[src/rtl/ttt_pkg.sv]
// Shared encodings, win-line masks and small board helpers for the tic-tac-toe controller.
// Grids are MSB-first: cell 0 (top-left) sits in bit 8, cell 8 (bottom-right) in bit 0.
package ttt_pkg;

   localparam int BOARD_CELLS = 9;
   localparam int NUM_LINES   = 8;

   typedef enum logic [2:0] {
      GS_P1_TURN = 3'd0,
      GS_P2_TURN = 3'd1,
      GS_DRAW    = 3'd2,
      GS_P1_WIN  = 3'd3,
      GS_P2_WIN  = 3'd4
   } game_state_t;

   typedef enum logic [2:0] {
      P1_TURN  = 3'd0,
      P2_TURN  = 3'd1,
      P1_CHECK = 3'd2,
      P2_CHECK = 3'd3,
      DRAW     = 3'd4,
      P1_WIN   = 3'd5,
      P2_WIN   = 3'd6
   } fsm_state_t;

   // Rows, columns, then the two diagonals.
   localparam logic [NUM_LINES-1:0][BOARD_CELLS-1:0] LINE_MASKS = {
      9'b001010100,
      9'b100010001,
      9'b001001001,
      9'b010010010,
      9'b100100100,
      9'b000000111,
      9'b000111000,
      9'b111000000
   };

   function automatic logic [BOARD_CELLS-1:0] cell_mask(input logic [1:0] x, input logic [1:0] y);
      logic [BOARD_CELLS-1:0] top_bit;
      logic [3:0]             idx;
      top_bit = {1'b1, {(BOARD_CELLS-1){1'b0}}};
      idx     = ({2'b00, y} * 4'd3) + {2'b00, x};
      return top_bit >> idx;
   endfunction

   function automatic logic [1:0] coord_dec(input logic [1:0] c, input bit wrap);
      if (c == 2'd0) return wrap ? 2'd2 : 2'd0;
      return c - 2'd1;
   endfunction

   function automatic logic [1:0] coord_inc(input logic [1:0] c, input bit wrap);
      if (c >= 2'd2) return wrap ? 2'd0 : 2'd2;
      return c + 2'd1;
   endfunction

endpackage

[src/rtl/ttt_game_controller_if.sv]
// Button pulses in, board/cursor/status out, between debouncers and display managers.
interface ttt_game_controller_if;
   import ttt_pkg::*;

   logic                   btn_u;
   logic                   btn_d;
   logic                   btn_l;
   logic                   btn_r;
   logic                   btn_s;
   logic [BOARD_CELLS-1:0] p1_grid;
   logic [BOARD_CELLS-1:0] p2_grid;
   logic [3:0]             cursor_pos;
   logic [2:0]             game_state;
   logic [3:0]             move_cnt;

   modport master (
      output btn_u, btn_d, btn_l, btn_r, btn_s,
      input  p1_grid, p2_grid, cursor_pos, game_state, move_cnt
   );

   modport slave (
      input  btn_u, btn_d, btn_l, btn_r, btn_s,
      output p1_grid, p2_grid, cursor_pos, game_state, move_cnt
   );

endinterface

[src/rtl/ttt_win_detect.sv]
// Combinational line detector: high when the grid fully covers any of the 8 lines.
module ttt_win_detect
   import ttt_pkg::*;
(
   input  logic [BOARD_CELLS-1:0] grid,
   output logic                   win
);

   logic [NUM_LINES-1:0] line_hit;

   genvar gi;
   generate
      for (gi = 0; gi < NUM_LINES; gi = gi + 1) begin : g_line
         assign line_hit[gi] = ((grid & LINE_MASKS[gi]) == LINE_MASKS[gi]);
      end
   endgenerate

   assign win = |line_hit;

endmodule

[src/rtl/ttt_game_controller.sv]
// Tic-tac-toe sequencer: turn alternation, mark placement, cursor motion, win/draw detection.
module ttt_game_controller
   import ttt_pkg::*;
#(
   parameter bit         CURSOR_WRAP  = 1'b1,
   parameter logic [3:0] RESET_CURSOR = 4'b0101
)(
   input  logic                  clk,
   input  logic                  rst,
   ttt_game_controller_if.slave  bus
);

   fsm_state_t             state_reg, state_next;
   logic [BOARD_CELLS-1:0] p1_grid_reg, p1_grid_next;
   logic [BOARD_CELLS-1:0] p2_grid_reg, p2_grid_next;
   logic [1:0]             cursor_x_reg, cursor_x_next;
   logic [1:0]             cursor_y_reg, cursor_y_next;
   logic [3:0]             move_cnt_reg, move_cnt_next;

   logic [BOARD_CELLS-1:0] sel_cell;
   logic                   cell_free;
   logic [BOARD_CELLS-1:0] mover_grid;
   logic                   mover_wins;
   logic [2:0]             game_state;

   assign sel_cell   = cell_mask(cursor_x_reg, cursor_y_reg);
   assign cell_free  = ((p1_grid_reg | p2_grid_reg) & sel_cell) == '0;
   assign mover_grid = (state_reg == P2_CHECK) ? p2_grid_reg : p1_grid_reg;

   ttt_win_detect u_win (
      .grid (mover_grid),
      .win  (mover_wins)
   );

   always_ff @(posedge clk) begin
      if (rst) begin
         state_reg    <= P1_TURN;
         p1_grid_reg  <= '0;
         p2_grid_reg  <= '0;
         cursor_x_reg <= RESET_CURSOR[3:2];
         cursor_y_reg <= RESET_CURSOR[1:0];
         move_cnt_reg <= 4'd0;
      end else begin
         state_reg    <= state_next;
         p1_grid_reg  <= p1_grid_next;
         p2_grid_reg  <= p2_grid_next;
         cursor_x_reg <= cursor_x_next;
         cursor_y_reg <= cursor_y_next;
         move_cnt_reg <= move_cnt_next;
      end
   end

   always_comb begin
      state_next    = state_reg;
      p1_grid_next  = p1_grid_reg;
      p2_grid_next  = p2_grid_reg;
      cursor_x_next = cursor_x_reg;
      cursor_y_next = cursor_y_reg;
      move_cnt_next = move_cnt_reg;
      case (state_reg)
         P1_TURN, P2_TURN: begin
            // One action per cycle; place outranks every move.
            if (bus.btn_s) begin
               if (cell_free) begin
                  if (state_reg == P1_TURN) begin
                     p1_grid_next = p1_grid_reg | sel_cell;
                     state_next   = P1_CHECK;
                  end else begin
                     p2_grid_next = p2_grid_reg | sel_cell;
                     state_next   = P2_CHECK;
                  end
                  move_cnt_next = move_cnt_reg + 4'd1;
               end
            end else if (bus.btn_u) begin
               cursor_y_next = coord_dec(cursor_y_reg, CURSOR_WRAP);
            end else if (bus.btn_d) begin
               cursor_y_next = coord_inc(cursor_y_reg, CURSOR_WRAP);
            end else if (bus.btn_l) begin
               cursor_x_next = coord_dec(cursor_x_reg, CURSOR_WRAP);
            end else if (bus.btn_r) begin
               cursor_x_next = coord_inc(cursor_x_reg, CURSOR_WRAP);
            end
         end
         P1_CHECK: begin
            if (mover_wins)                state_next = P1_WIN;
            else if (move_cnt_reg == 4'd9) state_next = DRAW;
            else                           state_next = P2_TURN;
         end
         P2_CHECK: begin
            if (mover_wins)                state_next = P2_WIN;
            else if (move_cnt_reg == 4'd9) state_next = DRAW;
            else                           state_next = P1_TURN;
         end
         DRAW, P1_WIN, P2_WIN: begin
            if (bus.btn_s) begin
               p1_grid_next  = '0;
               p2_grid_next  = '0;
               cursor_x_next = RESET_CURSOR[3:2];
               cursor_y_next = RESET_CURSOR[1:0];
               move_cnt_next = 4'd0;
               state_next    = P1_TURN;
            end
         end
         default: state_next = P1_TURN;
      endcase
   end

   always_comb begin
      game_state = GS_P1_TURN;
      case (state_reg)
         P1_TURN, P1_CHECK: game_state = GS_P1_TURN;
         P2_TURN, P2_CHECK: game_state = GS_P2_TURN;
         DRAW:              game_state = GS_DRAW;
         P1_WIN:            game_state = GS_P1_WIN;
         P2_WIN:            game_state = GS_P2_WIN;
         default:           game_state = GS_P1_TURN;
      endcase
   end

   assign bus.p1_grid    = p1_grid_reg;
   assign bus.p2_grid    = p2_grid_reg;
   assign bus.cursor_pos = {cursor_x_reg, cursor_y_reg};
   assign bus.game_state = game_state;
   assign bus.move_cnt   = move_cnt_reg;

endmodule

[src/flat_wrapper.sv]
// flat-port wrapper written by rule: the top's interface ports become plain ports
module ttt_game_controller_flat import ttt_pkg::*;
#(
   parameter bit         CURSOR_WRAP  = 1'b1,
   parameter logic [3:0] RESET_CURSOR = 4'b0101
)
  (clk, rst, bus_btn_u, bus_btn_d, bus_btn_l, bus_btn_r, bus_btn_s, bus_p1_grid, bus_p2_grid, bus_cursor_pos, bus_game_state, bus_move_cnt);
  ttt_game_controller_if bus_i ();
  input  logic clk;
  input  logic rst;
  input wire logic [$bits(bus_i.btn_u)-1:0] bus_btn_u;
  input wire logic [$bits(bus_i.btn_d)-1:0] bus_btn_d;
  input wire logic [$bits(bus_i.btn_l)-1:0] bus_btn_l;
  input wire logic [$bits(bus_i.btn_r)-1:0] bus_btn_r;
  input wire logic [$bits(bus_i.btn_s)-1:0] bus_btn_s;
  output wire logic [$bits(bus_i.p1_grid)-1:0] bus_p1_grid;
  output wire logic [$bits(bus_i.p2_grid)-1:0] bus_p2_grid;
  output wire logic [$bits(bus_i.cursor_pos)-1:0] bus_cursor_pos;
  output wire logic [$bits(bus_i.game_state)-1:0] bus_game_state;
  output wire logic [$bits(bus_i.move_cnt)-1:0] bus_move_cnt;
  assign bus_i.btn_u = bus_btn_u;
  assign bus_i.btn_d = bus_btn_d;
  assign bus_i.btn_l = bus_btn_l;
  assign bus_i.btn_r = bus_btn_r;
  assign bus_i.btn_s = bus_btn_s;
  assign bus_p1_grid = bus_i.p1_grid;
  assign bus_p2_grid = bus_i.p2_grid;
  assign bus_cursor_pos = bus_i.cursor_pos;
  assign bus_game_state = bus_i.game_state;
  assign bus_move_cnt = bus_i.move_cnt;
  ttt_game_controller #(.CURSOR_WRAP(CURSOR_WRAP), .RESET_CURSOR(RESET_CURSOR)) u_core (.clk(clk), .rst(rst), .bus(bus_i));
endmodule
[config.mk]
export PLATFORM = sky130hd
export DESIGN_NAME = ttt_game_controller_flat
export DESIGN_NICKNAME = d
export VERILOG_FILES = /design/src/rtl/ttt_pkg.sv /design/src/rtl/ttt_game_controller_if.sv /design/src/rtl/ttt_win_detect.sv /design/src/rtl/ttt_game_controller.sv /design/src/flat_wrapper.sv
export SDC_FILE = /design/constraint.sdc
export NUM_CORES = 1
export LEC_CHECK = 0
export ABC_CLOCK_PERIOD_IN_PS = 4750
export CAP_MARGIN = 20
export CORE_ASPECT_RATIO = 1.2
export CORE_UTILIZATION = 40
export CTS_BUF_LIST = sky130_fd_sc_hd__clkbuf_16
export CTS_CLUSTER_SIZE = 40
export DETAILED_ROUTE_END_ITERATION = 6
export PLACE_DENSITY_LB_ADDON = 0.05
export SLEW_MARGIN = 20
export SYNTH_ARGS = -nofsm -noshare
export SYNTH_HDL_FRONTEND = slang
export SYNTH_SLANG_ARGS = --single-unit
[constraint.sdc]
create_clock -name clk -period 4.75 [get_ports clk]
set_input_delay 1.425 -clock clk [delete_from_list [all_inputs] [get_ports clk]]
set_output_delay 1.425 -clock clk [all_outputs]
set_load 0.01 [all_outputs]
==> After elaboration in Yosys (flattened, before gate mapping) <==
Cells that the tools add are included.
{ "classes": {"add_sub_neg": 6, "multipliers": 1, "div_mod_pow": 0, "magnitude_cmp": 2, "eq_ne": 25, "n_shift": 1, "n_mux": 65, "bitwise_logic": 4, "n_reduce_logical": 15} }
{ "ops": {"columns": ["cell", "n"], "rows": [
  ["$mux W9", 8],
  ["$pmux W9 S2", 2],
  ["$mux W2", 17],
  ["$eq A3 B3 Y1 const B", 11],
  ["$or A9 B9 Y9", 3],
  ["$pmux W3 S4", 2],
  ["$mux W1", 23],
  ["$mux W3", 7],
  ["$mux W4", 3],
  ["$ne A2 B2 Y1 const B", 6],
  ["$reduce_and A5 Y1", 2],
  ["$and A9 B9 Y9", 1],
  ["$logic_not A9 Y1", 1],
  ["$shr A9 B4 Y9 const A", 1],
  ["$pmux W2 S2", 2],
  ["$pmux W4 S2", 1],
  ["$reduce_and A4 Y1", 2],
  ["$reduce_or A8 Y1", 1],
  ["$eq A3 B2 Y1 const B", 2],
  ["$ne A3 B3 Y1 const B", 2],
  ["$reduce_and A6 Y1", 1],
  ["$add A2 B1 Y2 const B", 2],
  ["$add A4 B1 Y4 const B", 1],
  ["$add A4 B2 Y4", 1],
  ["other kinds (12)", 17]
]} }
{ "totals": {"ff_bits": 29, "latchBits": 0, "ram_bits": 0, "rom_bits": 0, "inputBits": 7, "out_inout_bits": 29, "elab_cells": 125, "mem_count": 0} }

==> Longest topological paths before layout <==
Gate-level depths: netlist of the first run.
{ "depth": {"depth_word": 15, "mapped_depth": 11, "depth_no_buf": 11} }

==> Cells and area by module <==
A second synthesis of the first run with hierarchy kept.
{ "unflattened": {"hier_cells": 210, "hier_area_um2": 1935.6} }
{ "by_module_without_submodules": {"columns": ["mod", "n_inst", "cells_each", "area_per_inst_um2", "seq_area_each_um2"], "rows": [
  ["ttt_game_controller", 1, 203, 1880.6, 580.6],
  ["ttt_win_detect", 1, 7, 55.1, 0.0]
]} }

==> Worst setup path after synthesis of the first run <==
No wires, ideal clock.
{ "synth_path": {"path_kind": "reg-to-reg", "from": "register u_core.cursor_y_reg[0]", "to": "register u_core.move_cnt_reg[0] (netlist: u_core.bus.move_cnt[0])", "setup_time_ns": 0.121, "t_arrival_ns": 3.145, "required_ns": 4.629, "slack_ns": 1.484, "stages_incl_launch_ff": 12, "path_buffers": 0, "period_less_slack_ns": 3.266, "cell_sequence": "dfxtp_1 inv_1 fa_1 inv_1 ha_1 inv_1 fa_1 nand3b_1 a211oi_1 a21oi_1 a41o_2 mux2_4"} }
{ "synth_between": {"elab_chain_cells": 7} }
{ "synth_rtl": {"columns": ["element", "line", "source"], "rows": [
  ["start, declared", "ttt_game_controller.sv:17", "logic [1:0] cursor_y_reg, cursor_y_next;"],
  ["start signal, assigned", "ttt_game_controller.sv:41", "cursor_y_reg <= RESET_CURSOR[1:0];"],
  ["start signal, assigned", "ttt_game_controller.sv:48", "cursor_y_reg <= cursor_y_next;"],
  ["$mul A2 B2 Y4", "ttt_pkg.sv:42", "idx = ({2'b00, y} * 4'd3) + {2'b00, x};"],
  ["$add A4 B2 Y4", "ttt_pkg.sv:42", null],
  ["$shr A9 B4 Y9", "ttt_pkg.sv:43", "return top_bit >> idx;"],
  ["$and A9 B9 Y9", "ttt_game_controller.sv:27", "assign cell_free = ((p1_grid_reg | p2_grid_reg) & sel_cell) == '0;"],
  ["$logic_not A9 Y1", "ttt_game_controller.sv:27", null],
  ["$ne A2 B1 Y1 (no line)", null, null],
  ["$reduce_and A4 Y1 (no line)", null, null],
  ["end signal, assigned", "ttt_game_controller.sv:49", "move_cnt_reg <= move_cnt_next;"],
  ["end, declared", "ttt_game_controller.sv:18", "logic [3:0] move_cnt_reg, move_cnt_next;"]
]} }
Every way passes these cells.
A chain may end at the register's enable or synchronous reset.

==> Final worst setup path of the first run <==
{ "layout_path": {"from": "register u_core.cursor_y_reg[0]", "to": "register u_core.p2_grid_reg[8] (netlist: u_core.bus.p2_grid[8])"} }
{ "layout_between": {"elab_chain_cells": 8} }
{ "layout_rtl": {"columns": ["element", "line", "source"], "rows": [
  ["$mul A2 B2 Y4 (*)", "ttt_pkg.sv:42", null],
  ["$add A4 B2 Y4 (*)", "ttt_pkg.sv:42", null],
  ["$shr A9 B4 Y9 (*)", "ttt_pkg.sv:43", null],
  ["$or A9 B9 Y9", "ttt_game_controller.sv:69", "p2_grid_next = p2_grid_reg | sel_cell;"],
  ["$mux W9", "ttt_game_controller.sv:65", "if (state_reg == P1_TURN) begin"],
  ["$mux W9", "ttt_game_controller.sv:64", "if (cell_free) begin"],
  ["$mux W9", "ttt_game_controller.sv:63", "if (bus.btn_s) begin"],
  ["$pmux W9 S2", "ttt_game_controller.sv:60", "case (state_reg)"],
  ["end signal, assigned", "ttt_game_controller.sv:46", "p2_grid_reg <= p2_grid_next;"],
  ["end, declared", "ttt_game_controller.sv:15", "logic [BOARD_CELLS-1:0] p2_grid_reg, p2_grid_next;"]
]} }
Every way passes the cells marked *; elsewhere a longest branch is shown, timed or not. The select of a mux whose other input is x is not followed.

==> impl_metrics.json, run 1 <==
{
  "status": "complete, no violations",
  "placedCellCount": 310,
  "grt_max_degree": 26,
  "post-route-drc-count": 0,
  "final_common_cell": "clkdlybuf4s50_1",
  "required_ns": 4.86,
  "numClockSinks": 29,
  "synth.avg_cell_area_um2": 8.04,
  "relSlewSlack_pct": 45.1,
  "synth_top_area_share_pct": 32.1,
  "dr.first_iter.drc_count": 98,
  "nets": 280,
  "finalHoldViolCount": 0,
  "finalWirelength_mm": 4.87,
  "avgViaCountPerCell": 5.36,
  "fin_ws_ns": 0.989,
  "ir_drop_uv": 223,
  "period_needed_ns": 3.76,
  "port_buffers": 35,
  "routedWlPerCell_um": 15.3,
  "root_buffer": "clkbuf_16",
  "groute.usage.overall_pct": 21.9,
  "cts_buffers": 5,
  "maxCapViolCount": 0,
  "yosys_most_used_dff": "dfxtp_1",
  "clkLatencyLatePin_ns": 0.27,
  "worst_pin_slew_ns": 0.820,
  "start_kind": "flip-flop",
  "worstPathArrival_ns": 3.88,
  "dp_hpwl_mm": 3.58,
  "area.sequential_um2": 581,
  "diodes": 0,
  "first_global_vias": 1538,
  "final_cells": 318,
  "fmax_mhz": 266,
  "drt_first_pass_iters": 4,
  "synth_area_leader_cell": "dfxtp_1",
  "cts_setup_buffers": 0,
  "holdWs_ns": 0.490,
  "synth.distinct_cells": 47,
  "syn_area_um2": 1810,
  "cts_resized": 0,
  "routed-wl-met3_um": 204,
  "yosysSeqAreaShare_pct": 32.1,
  "antenna_found_initial": 0,
  "final_antenna_net_count": 0,
  "slew_violations": 0,
  "crit_type": "flip-flop to flip-flop",
  "synth-edff-count": 0,
  "initial_core_util_pct": 42.1,
  "grt_pass1_wl_mm": 7.91,
  "dieArea_um2": 4800,
  "holdCritPathClass": "flip-flop to flip-flop",
  "cts_buffer_depth": 2,
  "drive_gt1_share_pct": 7.25,
  "hold_buffers": 0,
  "gp_congestion": 0.791,
  "htreeDepth": 2,
  "power_density_nw_per_um2": 370,
  "die_h_um": 75.7,
  "syn-num-nets": 244,
  "rows": 26,
  "skew_ns": 0.00189,
  "wl_met2_mm": 2.35,
  "setup_tns_ns": 0,
  "yosys-top-cells-area": "dfxtp_1 (32%), ha_1 (6.9%), nand2_1 (6.8%), o21ai_0 (6.6%), nor2_1 (4.8%)",
  "ys_ff_latch": 29,
  "power_uw": 877,
  "path_clk_slew_ns": 0.05,
  "met1_length_mm": 2.25,
  "routed.top_layer": "met4",
  "areaGrowthSynthToFinish_pct": 31.0,
  "async_reset_ff_share_pct": 0,
  "multi_input_area_um2": 1150,
  "cts_tree": "done",
  "pin_count": 36,
  "vias": 1706,
  "syn_inst": 225,
  "yosysWarnings": 0,
  "end_kind": "flip-flop",
  "nFillCells": 430,
  "core_area_um2": 4290,
  "fin_crit_sh_pct": 79.2,
  "pre_cts_ws_ns": 0.979,
  "final_cell_mix": "clkdlybuf4s50_1 (35), nand2_1 (33), dfxtp_1 (29), o21ai_0 (24), nor2_1 (23)",
  "fp.dieW_um": 63.4,
  "overflow": 0,
  "rsz0062_at_grt": "false",
  "worst-path-max-fanout": 9,
  "setup_viol": 0,
  "leakage_nw": 0.861
}
routing by layer:
layer  GRT usage, %  vias to the layer above
met5              0                        -
met4           6.82                        0
met3           4.49                        7
met2           38.1                       42
met1           27.5                      775
li1               -                      882
layout make-up:
cell class	count	share of cell area, %
clock inverter	3	1.58
sequential	29	24.5
tap	56	2.96
timing repair buffer	37	15.4
inverter	11	1.74
clock buffer	5	5.28
multi-input combinational	177	48.5
worst max-delay path, cell delays in order, from the launching register on:
cell,delay [ns]
dfxtp_1,0.40
inv_1,0.12
fa_1,0.66
inv_1,0.07
ha_1,0.18
inv_1,0.06
fa_1,0.49
nand3b_1,0.24
a211oi_1,0.31
a21oi_1,0.13
a31oi_1,0.70
o21ai_0,0.23
final timing paths:
kind         slack (ns)                     end  cells past startpoint                   start
min reg2reg        0.49  u_core.cursor_x_reg[1]                      2  u_core.cursor_x_reg[1]
max reg2reg        0.99   u_core.bus.p2_grid[8]                     11  u_core.cursor_y_reg[0]
min                0.49  u_core.cursor_x_reg[1]                      2  u_core.cursor_x_reg[1]
max                0.99   u_core.bus.p2_grid[8]                     11  u_core.cursor_y_reg[0]
report_power, final:
group | switching (mW) | internal (mW)
registers | 0.0323 | 0.263
logic | 0.124 | 0.107
clock network | 0.108 | 0.243
synthesized netlist by cell type, types with 5 or more instances:
library cell	count
nand3_1	7
a31oi_1	5
dfxtp_1	29
nand2_1	33
ha_1	10
nor2_1	23
inv_1	11
o21ai_0	24
a21oi_1	8
a22o_1	6
nor3_1	7
cell families (layout without fill, tap and decap cells):
family | after synthesis | count (layout) | share of synthesized area, %
AO/OA/AOI/OAI | 64 | 64 | 23.6
XOR/XNOR | 1 | 1 | 1.52
adder cells (fa/ha/maj) | 12 | 12 | 9.13
buffers and inverters | 19 | 56 | 4.36
flip-flops | 29 | 29 | 32.1
multiplexers | 4 | 4 | 2.77
AND/OR/NAND/NOR | 96 | 96 | 26.6
per-stage QoR:
stage                     cell area (um2)  utilization, %
after floorplan                      1810               -
after global placement               2210            51.4
after detailed placement             2210            51.4
after CTS                            2370            55.2
after global routing                 2370            55.2
final                                2370            55.2
Note: power is estimated with default switching activity, not from simulation.
==> inputs of run 2 (changes only) <==
--- a/config.mk
+++ b/config.mk
@@ -5,7 +5,7 @@
 export SDC_FILE = /design/constraint.sdc
 export NUM_CORES = 1
 export LEC_CHECK = 0
-export ABC_CLOCK_PERIOD_IN_PS = 4750
+export ABC_CLOCK_PERIOD_IN_PS = 3500
 export CAP_MARGIN = 20
 export CORE_ASPECT_RATIO = 1.2
 export CORE_UTILIZATION = 40
==> constraint.sdc (replaced) <==
create_clock -name clk -period 3.5 [get_ports clk]
set_input_delay 1.05 -clock clk [delete_from_list [all_inputs] [get_ports clk]]
set_output_delay 1.05 -clock clk [all_outputs]
set_load 0.01 [all_outputs]
==> run 2 against run 1 <==
  * Critical path depth stayed put
  * Cell count is 0.94% higher
  * Core utilization is 0.20 points higher
  * Clock power is 10% higher
  * Die area stayed put
  * Sequential power is 36% higher
  * Clock-buffer cell count stayed put
  * Sequential share of layout area is 0.090 points lower
  * Largest power group is now sequential cells
  * Highest routed layer unchanged
==> impl_metrics.json, run 2 (synthesized netlist as in run 1, its figures left out) <==
{
  "root_buffer": "clkbuf_16",
  "gp_congestion": 0.872,
  "status": "complete, no violations",
  "port_buffers": 35,
  "hold_start": "u_core.cursor_x_reg[1]",
  "final_util_pct": 55.4,
  "fmax_mhz": 303,
  "clkLatencyLatePin_ns": 0.27,
  "nets": 284,
  "finalHoldViolCount": 0,
  "cts_resized": 0,
  "hold_path_end": "u_core.cursor_x_reg[1]",
  "grt_pass1_wl_mm": 7.86,
  "required_ns": 3.66,
  "relSlewSlack_pct": 41.6,
  "rows": 26,
  "crit_type": "flip-flop to flip-flop",
  "avgViaCountPerCell": 5.44,
  "leakage_nw": 0.869,
  "area.sequential_um2": 581,
  "post-route-drc-count": 0,
  "cts_tree": "done",
  "worst_pin_slew_ns": 0.872,
  "vias": 1747,
  "final_cell_mix": "clkdlybuf4s50_1 (35), nand2_1 (33), dfxtp_1 (29), o21ai_0 (24), nor2_1 (23)",
  "hold_buffers": 0,
  "fin_crit_sh_pct": 94.2,
  "core_area_um2": 4290,
  "rsz0062_at_grt": "false",
  "finalWirelength_mm": 4.76,
  "areaGrowthSynthToFinish_pct": 31.5,
  "final_common_cell": "clkdlybuf4s50_1",
  "worst-path-max-fanout": 7,
  "end_kind": "flip-flop",
  "first_global_vias": 1595,
  "drive_gt1_share_pct": 8.30,
  "power_density_nw_per_um2": 466,
  "cts_setup_buffers": 0,
  "setup_viol": 0,
  "overflow": 0,
  "setup_tns_ns": 0,
  "ir_drop_uv": 301,
  "use_met1_pct": 27.3,
  "path_clk_slew_ns": 0.05,
  "grt_max_degree": 19,
  "start_kind": "flip-flop",
  "nFillCells": 417,
  "fp.dieW_um": 63.4,
  "die_h_um": 75.7,
  "dp_hpwl_mm": 3.48,
  "groute.usage.overall_pct": 21.7,
  "final_antenna_net_count": 0,
  "cts_buffer_depth": 2,
  "maxCapViolCount": 0,
  "dr.first_iter.drc_count": 91,
  "antenna_found_initial": 0,
  "hold_depth": 2,
  "drt_first_pass_iters": 4,
  "holdCritPathClass": "flip-flop to flip-flop",
  "worstPathArrival_ns": 3.45,
  "busiest_layer": "met2",
  "pin_count": 36,
  "cts_buffers": 5,
  "gr-usage-met2_pct": 37.1,
  "slew_violations": 0,
  "initial_core_util_pct": 42.1,
  "routedWlPerCell_um": 14.8,
  "htreeDepth": 2,
  "period_needed_ns": 3.30,
  "r2r_end": "u_core.bus.move_cnt[0]",
  "grtUsageMet3_pct": 4.34,
  "skew_ns": 0.00459,
  "numClockSinks": 29,
  "r2r_setup_slack_ns": 0.20,
  "diodes": 0,
  "r2r_start": "u_core.cursor_y_reg[0]",
  "dieArea_um2": 4800,
  "multi_input_area_um2": 1160,
  "reg2regPathDepth": 11
}
==> run 2: changes by cell type in the layout (fill, tap and decap cells not counted), sizes merged <==
cell	previous run	this run
bufinv	1	0
buf	2	6
==> run 2: cell type report <==
cell class	instances	share of cell area (%)
multi-input combinational	177	48.7
sequential	29	24.4
timing repair buffer	41	16.6
clock buffer	5	5.26
tap	56	2.95
inverter	11	1.74
clock inverter	2	0.316
==> run 2: power by group <==
part / internal, mW / total [mW] / switching [mW]
clock network: 0.253 / 0.386 / 0.134
registers: 0.357 / 0.400 / 0.0436
logic: 0.153 / 0.323 / 0.169
==> run 2: worst max-delay path by stage <==
stage / startpoint / end / slack (ns) / cells after the start
after detailed placement: u_core.cursor_y_reg[0] / u_core.bus.move_cnt[1] / 0.19 / 11
after global routing: u_core.cursor_y_reg[0] / u_core.bus.move_cnt[1] / 0.008 / 11
final: u_core.cursor_y_reg[0] / u_core.bus.move_cnt[0] / 0.20 / 11
after global placement: u_core.cursor_y_reg[0] / u_core.bus.move_cnt[1] / 0.22 / 11
after CTS: u_core.cursor_y_reg[0] / u_core.bus.move_cnt[1] / 0.17 / 11
after floorplan: u_core.cursor_y_reg[0] / u_core.bus.move_cnt[0] / 0.23 / 11
==> run 2: stage by stage <==
stage	hold slack, ns	cells	cell area [um2]	power [mW]	setup WS, ns
2_1_floorplan	0.503	225	1810	0.610	0.234
3_3_place_gp	0.479	314	2240	0.725	0.222
3_5_place_dp	0.487	314	2240	0.722	0.189
4_1_cts	0.493	321	2370	1.12	0.168
5_1_grt	0.508	321	2380	1.17	0.00779
6_report	0.485	321	2380	1.11	0.203
==> run 2: routing by layer <==
layer	up-vias	part of all wire (%)
met4	0	1.8
li1	888	-
met5	-	0
met2	53	45
met1	796	48
met3	10	5.1
==> run 2: worst max-delay path, cell delays in order, from the launching register on <==
cell and delay [ns]:
dfxtp_1 0.39, inv_1 0.11, fa_1 0.50, inv_1 0.07
ha_1 0.13, inv_1 0.05, fa_1 0.59, nand2_1 0.10
nor4_1 0.49, nor4_4 0.13, a41o_2 0.32, mux2_4 0.30
==> inputs of run 3 (changes only) <==
--- a/config.mk
+++ b/config.mk
@@ -13,6 +13,7 @@
 export CTS_CLUSTER_SIZE = 40
 export DETAILED_ROUTE_END_ITERATION = 6
 export PLACE_DENSITY_LB_ADDON = 0.05
+export SKIP_CTS_REPAIR_TIMING = 1
 export SLEW_MARGIN = 20
 export SYNTH_ARGS = -nofsm -noshare
 export SYNTH_HDL_FRONTEND = slang
==> results of run 3 <==
No change in the layout: final DEF, timing and power equal those of run 2.
